`config.mk`:
```
export PLATFORM = sky130hd
export DESIGN_NAME = led_ctrl
export DESIGN_NICKNAME = d
export VERILOG_FILES = /design/src/rtl/led_ctrl.sv
export SDC_FILE = /design/constraint.sdc
export NUM_CORES = 1
export LEC_CHECK = 0
export ABC_AREA = 1
export CAP_MARGIN = 20
export CORE_ASPECT_RATIO = 1.5
export CORE_MARGIN = 4
export CORE_UTILIZATION = 55
export DETAILED_ROUTE_END_ITERATION = 8
export PLACE_DENSITY = 0.83
export RECOVER_POWER = 50
export REMOVE_ABC_BUFFERS = 1
export SLEW_MARGIN = 5
export SYNTH_ARGS = -nofsm -noshare
export SYNTH_HDL_FRONTEND = slang
export SYNTH_SLANG_ARGS = --single-unit
```
`constraint.sdc`:
```
create_clock -name clock -period 2.1 [get_ports clock]
set_clock_uncertainty 0.1 [all_clocks]
set_input_delay 0.21 -clock clock [delete_from_list [all_inputs] [get_ports clock]]
set_output_delay 0.21 -clock clock [all_outputs]
set_load 0.05 [all_outputs]
```
`src/rtl/led_ctrl.sv`:
```
// Memory-mapped LED controller: pattern, per-LED blink mask, blink period and
// global PWM brightness, all CPU read/write, driving a registered lights vector.
module led_ctrl #(
    parameter int NLEDS      = 16,
    parameter int Dbits      = 32,
    parameter int BLINK_BITS = 24,
    parameter int PWM_BITS   = 8
) (
    input  logic             clock,
    input  logic             reset_n,
    input  logic             wr,
    input  logic [1:0]       addr,
    input  logic [Dbits-1:0] cpu_writedata,
    output logic [Dbits-1:0] cpu_readdata,
    output logic [NLEDS-1:0] lights
);

    localparam logic [1:0] ADDR_LEDS     = 2'd0;
    localparam logic [1:0] ADDR_BLINK_EN = 2'd1;
    localparam logic [1:0] ADDR_PERIOD   = 2'd2;
    localparam logic [1:0] ADDR_DUTY     = 2'd3;

    logic [NLEDS-1:0]      leds_q, leds_d;
    logic [NLEDS-1:0]      blink_en_q, blink_en_d;
    logic [BLINK_BITS-1:0] blink_period_q, blink_period_d;
    logic [PWM_BITS-1:0]   duty_q, duty_d;
    logic [PWM_BITS-1:0]   pwm_cnt_q, pwm_cnt_d;
    logic [BLINK_BITS-1:0] blink_cnt_q, blink_cnt_d;
    logic                  phase_q, phase_d;
    logic [NLEDS-1:0]      lights_q, lights_d;
    logic                  pwm_on;
    logic                  period_wr;
    logic                  unused_wdata;

    // wr is a single-cycle write strobe with no back-pressure: the register
    // selected by addr is updated at every rising edge where wr is high.
    assign period_wr    = wr && (addr == ADDR_PERIOD);
    assign unused_wdata = ^cpu_writedata;

    always_comb begin
        leds_d         = leds_q;
        blink_en_d     = blink_en_q;
        blink_period_d = blink_period_q;
        duty_d         = duty_q;
        if (wr) begin
            case (addr)
                ADDR_LEDS:     leds_d         = cpu_writedata[NLEDS-1:0];
                ADDR_BLINK_EN: blink_en_d     = cpu_writedata[NLEDS-1:0];
                ADDR_PERIOD:   blink_period_d = cpu_writedata[BLINK_BITS-1:0];
                ADDR_DUTY:     duty_d         = cpu_writedata[PWM_BITS-1:0];
                default:       leds_d         = leds_q;
            endcase
        end
    end

    // Full-scale duty is forced on so maximum brightness has no dark slot.
    always_comb begin
        pwm_cnt_d = pwm_cnt_q + PWM_BITS'(1);
        pwm_on    = (&duty_q) || (pwm_cnt_q < duty_q);
    end

    // A period write restarts the blink cleanly even if the new period is
    // already below the running count.
    always_comb begin
        blink_cnt_d = blink_cnt_q + BLINK_BITS'(1);
        phase_d     = phase_q;
        if (period_wr || (blink_period_q == '0)) begin
            blink_cnt_d = '0;
            phase_d     = 1'b1;
        end else if (blink_cnt_q == blink_period_q) begin
            blink_cnt_d = '0;
            phase_d     = ~phase_q;
        end
    end

    always_comb begin
        lights_d = leds_q & {NLEDS{pwm_on}} & (~blink_en_q | {NLEDS{phase_q}});
    end

    always_ff @(posedge clock or negedge reset_n) begin
        if (!reset_n) begin
            leds_q         <= '0;
            blink_en_q     <= '0;
            blink_period_q <= '0;
            duty_q         <= '1;
            pwm_cnt_q      <= '0;
            blink_cnt_q    <= '0;
            phase_q        <= 1'b1;
            lights_q       <= '0;
        end else begin
            leds_q         <= leds_d;
            blink_en_q     <= blink_en_d;
            blink_period_q <= blink_period_d;
            duty_q         <= duty_d;
            pwm_cnt_q      <= pwm_cnt_d;
            blink_cnt_q    <= blink_cnt_d;
            phase_q        <= phase_d;
            lights_q       <= lights_d;
        end
    end

    always_comb begin
        cpu_readdata = '0;
        case (addr)
            ADDR_LEDS:     cpu_readdata[NLEDS-1:0]      = leds_q;
            ADDR_BLINK_EN: cpu_readdata[NLEDS-1:0]      = blink_en_q;
            ADDR_PERIOD:   cpu_readdata[BLINK_BITS-1:0] = blink_period_q;
            ADDR_DUTY:     cpu_readdata[PWM_BITS-1:0]   = duty_q;
            default:       cpu_readdata                 = '0;
        endcase
    end

    assign lights = lights_q;

endmodule

```
== Yosys cells after proc, flatten, opt, wreduce, memory -nomap -nowiden ==
Cells that the tools add are included.

* $add $sub $neg: 2
* $lt $le $gt $ge: 1
* Equal/unequal tests: 4
* Mux-type cells: 7
* Bitwise logic cells: 5
* Reduce and logical (&&, ||, !) cells: 11

{| class="wikitable"
|+ Operator list
! operator !! count
|-
| 24-bit 2-to-1 mux || 2
|-
| 16-bit AND || 2
|-
| 8-bit one-hot mux with 4 select lines || 1
|-
| 24-bit by 1-bit adder with 24-bit output, second input constant || 1
|-
| 24-bit == test || 1
|-
| 24-bit zero test || 1
|-
| 8-bit one-hot mux with 3 select lines || 1
|-
| 16-bit NOT || 1
|-
| 16-bit OR || 1
|-
| 8-bit by 1-bit adder with 8-bit output, second input constant || 1
|-
| 8-bit less-than comparator || 1
|-
| 8-bit 2-to-1 mux || 1
|-
| 2-bit AND reduction || 4
|-
| 8-bit AND reduction || 1
|-
| 2-bit == test, second input constant || 2
|-
| 2-bit by 1-bit == test with 1-bit output, second input constant || 1
|-
| 2-bit zero test || 1
|-
| 1-bit logical OR || 2
|-
| 1-bit 2-to-1 mux || 2
|-
| 2-bit nonzero test || 1
|-
| 1-bit logical AND || 1
|-
| 1-bit NOT || 1
|}

* Register bits after elaboration: 113
* Input port bits: 37
* Logic and storage cells: 38

== Logic depth before layout (Yosys ltp) ==
* Depth in word-level cells: 4
* Gate-level depth with buffers: 10

== Worst setup path before layout ==
OpenSTA, ideal clock, no wires.

* Kind: input-to-output
* From: in addr[1]
* To: out cpu_readdata[12]
* Arrival time: 1.534 ns
* Required time: 1.790 ns
* Path slack: 0.256 ns
* Stages: 5
* Buffers on the path: 1
* Cell sequence: inv_1 > nor2_4 > inv_2 > clkbuf_1 > o221ai_1

* Longest elaborated chain between the ends: 2
* Elaborated cells between the ends (all ways): 4
* Those cells by class: eq/ne: 2; mux: 1; reduce/logical: 1

{| class="wikitable"
|+ RTL lines
! what !! RTL line !! RTL
|-
| from (decl) || 12 || <nowiki>input logic [1:0] addr,</nowiki>
|-
| 2-bit == test, or another cell as far along || 104 || <nowiki>case (addr)</nowiki>
|-
| 8-bit one-hot mux with 3 select lines (*) || 104 ||
|-
| to (decl) || 14 || <nowiki>output logic [Dbits-1:0] cpu_readdata,</nowiki>
|}

Mark *: on every way between the ends. The rest lies on a longest branch, timed or not.

== Worst setup path after layout ==
* From: in addr[0]
* To: out cpu_readdata[11]

The elaborated chain is that of the path after synthesis.

==> reports/qor.yml <==
clock.fmax_ghz: 0.4804
relative_area_change_from_synthesis_to_final_layout_pct: 30.65
number_of_enable_type_register_cells_in_the_synthesized_netlist: 0
ir_worst_vdd_mv: 0.6344
most-common-layout-cells: "nand2_1 (234), dfrtp_1 (104), inv_1 (89), nor2_1 (86), o21ai_0 (64)"
worstSetupEndpointType: "output pin"
multi_input_comb_area_um2: 2466
coreArea_um2: 10190
cellPowerDensity_nw_per_um2: 999.0
dp_hpwl_um: 11550
antenna_violations_before_repair: 0
cap_violations: 0
hold_viol_final: 0
totalWireLength_um: 15930
post-route-min-period_ns: 2.082
regToRegStartpoint: "duty_q[5]$_DFFE_PN1P_"
crit_path_start_kind: "primary input"
min-delay-start: "cpu_writedata[22]"
layout.area.seq_um2: 2839
reg2reg_setup_slack_ns: 0.11
boundaryPins: 85
htreeDepth: 4
met2_usage: 0.5059
worst_ep_arrival_time_ns: 1.77
mostFrequentLayoutCell: "nand2_1"
postCtsSetupRepairBufs: 0
groute.layer.met3.usage: 0.05706
post_drt_via_cell_ratio: 5.327
cts_tree: "done"
timing.final.max_slew_violations: 0
grt_first_pass_wirelength_um: 26360
holdWs_ns: 0.2754
slew_headroom: 0.4267
timing.hold.worst_path_depth: 3
tritoncts.num_buffers: 17
crit_fanout: 7
async_flop_share: 1.000
top_usage_layer: "met2"
unrepaired_setup_endpoints_after_global_routing: "false"
die_height_um: 133.2
core.rowCount: 45
post_synthesis_register_bit_count: 113
ys_seq_area_frac: 0.4936
clock_latency_of_the_later_clocked_register_in_the_worst_skew_pair_ns: 0.42
hold_path_class: "in -> reg"
netlist-cell-type-count: 32
synth-main-ff-cell: "dfrtp_1"
netlist_instances: 741
syn_area_per_cell_um2: 7.762
final_min_period_over_clock_period: 0.9912
power_mw: 7.507
cts_root_buf: "clkbuf_16"
critical_path.reg2reg.endpoint: "lights[14]$_DFF_PN0_"
pre_cts_ws_ns: 0.07714
r2r.worst_path.cells: 5
static-leakage-power_nw: 3.550
critical_path_class: "in -> out"
initial_core_utilization: 0.5644
remaining_drc_errors: 0
route.vias.total: 5231
ant_nets: 0
critPathRequiredTime_ns: 1.79
diodes: 0
clock_transition_at_the_register_clock_pins_on_the_worst_setup_and_hold_paths_after_cts_ns: 0.05
grt_pass1_vias: 5539
globalRouteTotalUtil: 0.2745
fillCellCount: 726
globalRouteMet1Util: 0.2857
cts_sinks: 113
dieArea_um2: 12190
setup_viol_count_final: 0
wl_per_cell_um: 16.22
setup_tns_ns: 0
buffer_ports.inserted: 68
combined_area_of_all_synthesized_cells_um2: 5752
yosys_warnings: 0
tightest_slew_ns: 0.8599
outcome: "completed"
drive_above_1_share: 0.1189
setup_ws_final_ns: 0.01847
detail_route.iter0.violations: 364
min_delay_worst_endpoint: "blink_period_q[22]$_DFFE_PN0P_"
die_width_um: 91.50
place.detailed.instances: 949
max-clock-path-buffers: 2
grt.overflow.total: 0
routabilityCongestion: 0.8945
num-nets-final: 874
grt_start_max_net_pins: 51
stdcell_count: 982
drt_pass1_iterations: 8
## worst max path at each step
stage | from | end | slack [ns]
after global placement | addr[0] | cpu_readdata[2] | 0.11
after global routing | addr[0] | cpu_readdata[11] | 0.02
after CTS | duty_q[5]$_DFFE_PN1P_ | lights[3]$_DFF_PN0_ | 0.03
after floorplan | addr[0] | cpu_readdata[11] | 0.14
final | addr[0] | cpu_readdata[11] | 0.02
after detailed placement | addr[0] | cpu_readdata[2] | 0.08
## sequential cells by signal (all words and copies together), names as in the netlist
signal          cells
leds_q             16
duty_q              8
pwm_cnt_q           8
phase_q             1
blink_cnt_q        24
blink_en_q         16
blink_period_q     24
lights             16
## per-stage QoR
step	instance area, um^2	utilization
detailed placement	6903	0.6773
floorplan	5620	-
global route	7515	0.7374
CTS	7508	0.7368
global placement	6903	0.6773
finish	7515	0.7374
## synthesized netlist by cell type, types with 9 or more instances
| library cell | n | area, um^2 |
|---|---|---|
| clkbuf_1 | 12 | 45.04 |
| dfstp_2 | 9 | 236.5 |
| o21ai_0 | 64 | 320.3 |
| nand3_1 | 17 | 85.08 |
| xor2_1 | 24 | 210.2 |
| inv_1 | 89 | 334.1 |
| dfrtp_1 | 104 | 2603 |
| nor2_1 | 86 | 322.8 |
| nand2_1 | 234 | 878.3 |
| ha_1 | 9 | 112.6 |
| a21oi_1 | 27 | 135.1 |
## power by group
part | leakage (nW) | internal, mW | switching, mW
Clock | 0.282 | 1.86 | 1.04
Combinational | 1.85 | 0.711 | 1.16
Sequential | 1.41 | 2.49 | 0.250
Total | 3.55 | 5.06 | 2.45
## cell families (layout without fill, tap and decap cells)
logic type,Yosys count,count (layout),synth area share
flip-flops,113,113,0.4936
AND/OR/NAND/NOR,362,362,0.2528
buffers and inverters,121,214,0.08810
AO/OA/AOI/OAI,108,108,0.1042
adder cells (fa/ha/maj),9,9,0.01958
other,1,8,0.0006520
XOR/XNOR,27,27,0.04111
## cell type report
type,count,area share
clock buffers,18,0.05711
multi-input cells,514,0.3282
clock inverters,14,0.02214
repair buffers,89,0.1449
inverters,93,0.04645
flip-flops and latches,113,0.3778
well taps,141,0.02348
## what timing repair did
action,in CTS,in global routing
gates resized for setup,0,8
hold endpoints to repair,28,0
hold buffers,1,0
endpoints found under the setup margin,0,37
## critical path, cell delays in order
cell and delay (ns):
clkdlybuf4s50_1 0.51, inv_1 0.07, nor2_1 0.14, buf_4 0.18, inv_1 0.13, o221ai_1 0.35, buf_12 0.19
## per-layer routing
layer,up-vias,share of wire
met5,-,0
met4,0,0.056
met3,67,0.042
met2,187,0.54
met1,2483,0.36
li1,2494,-
Power figures use the tool's default switching activity.
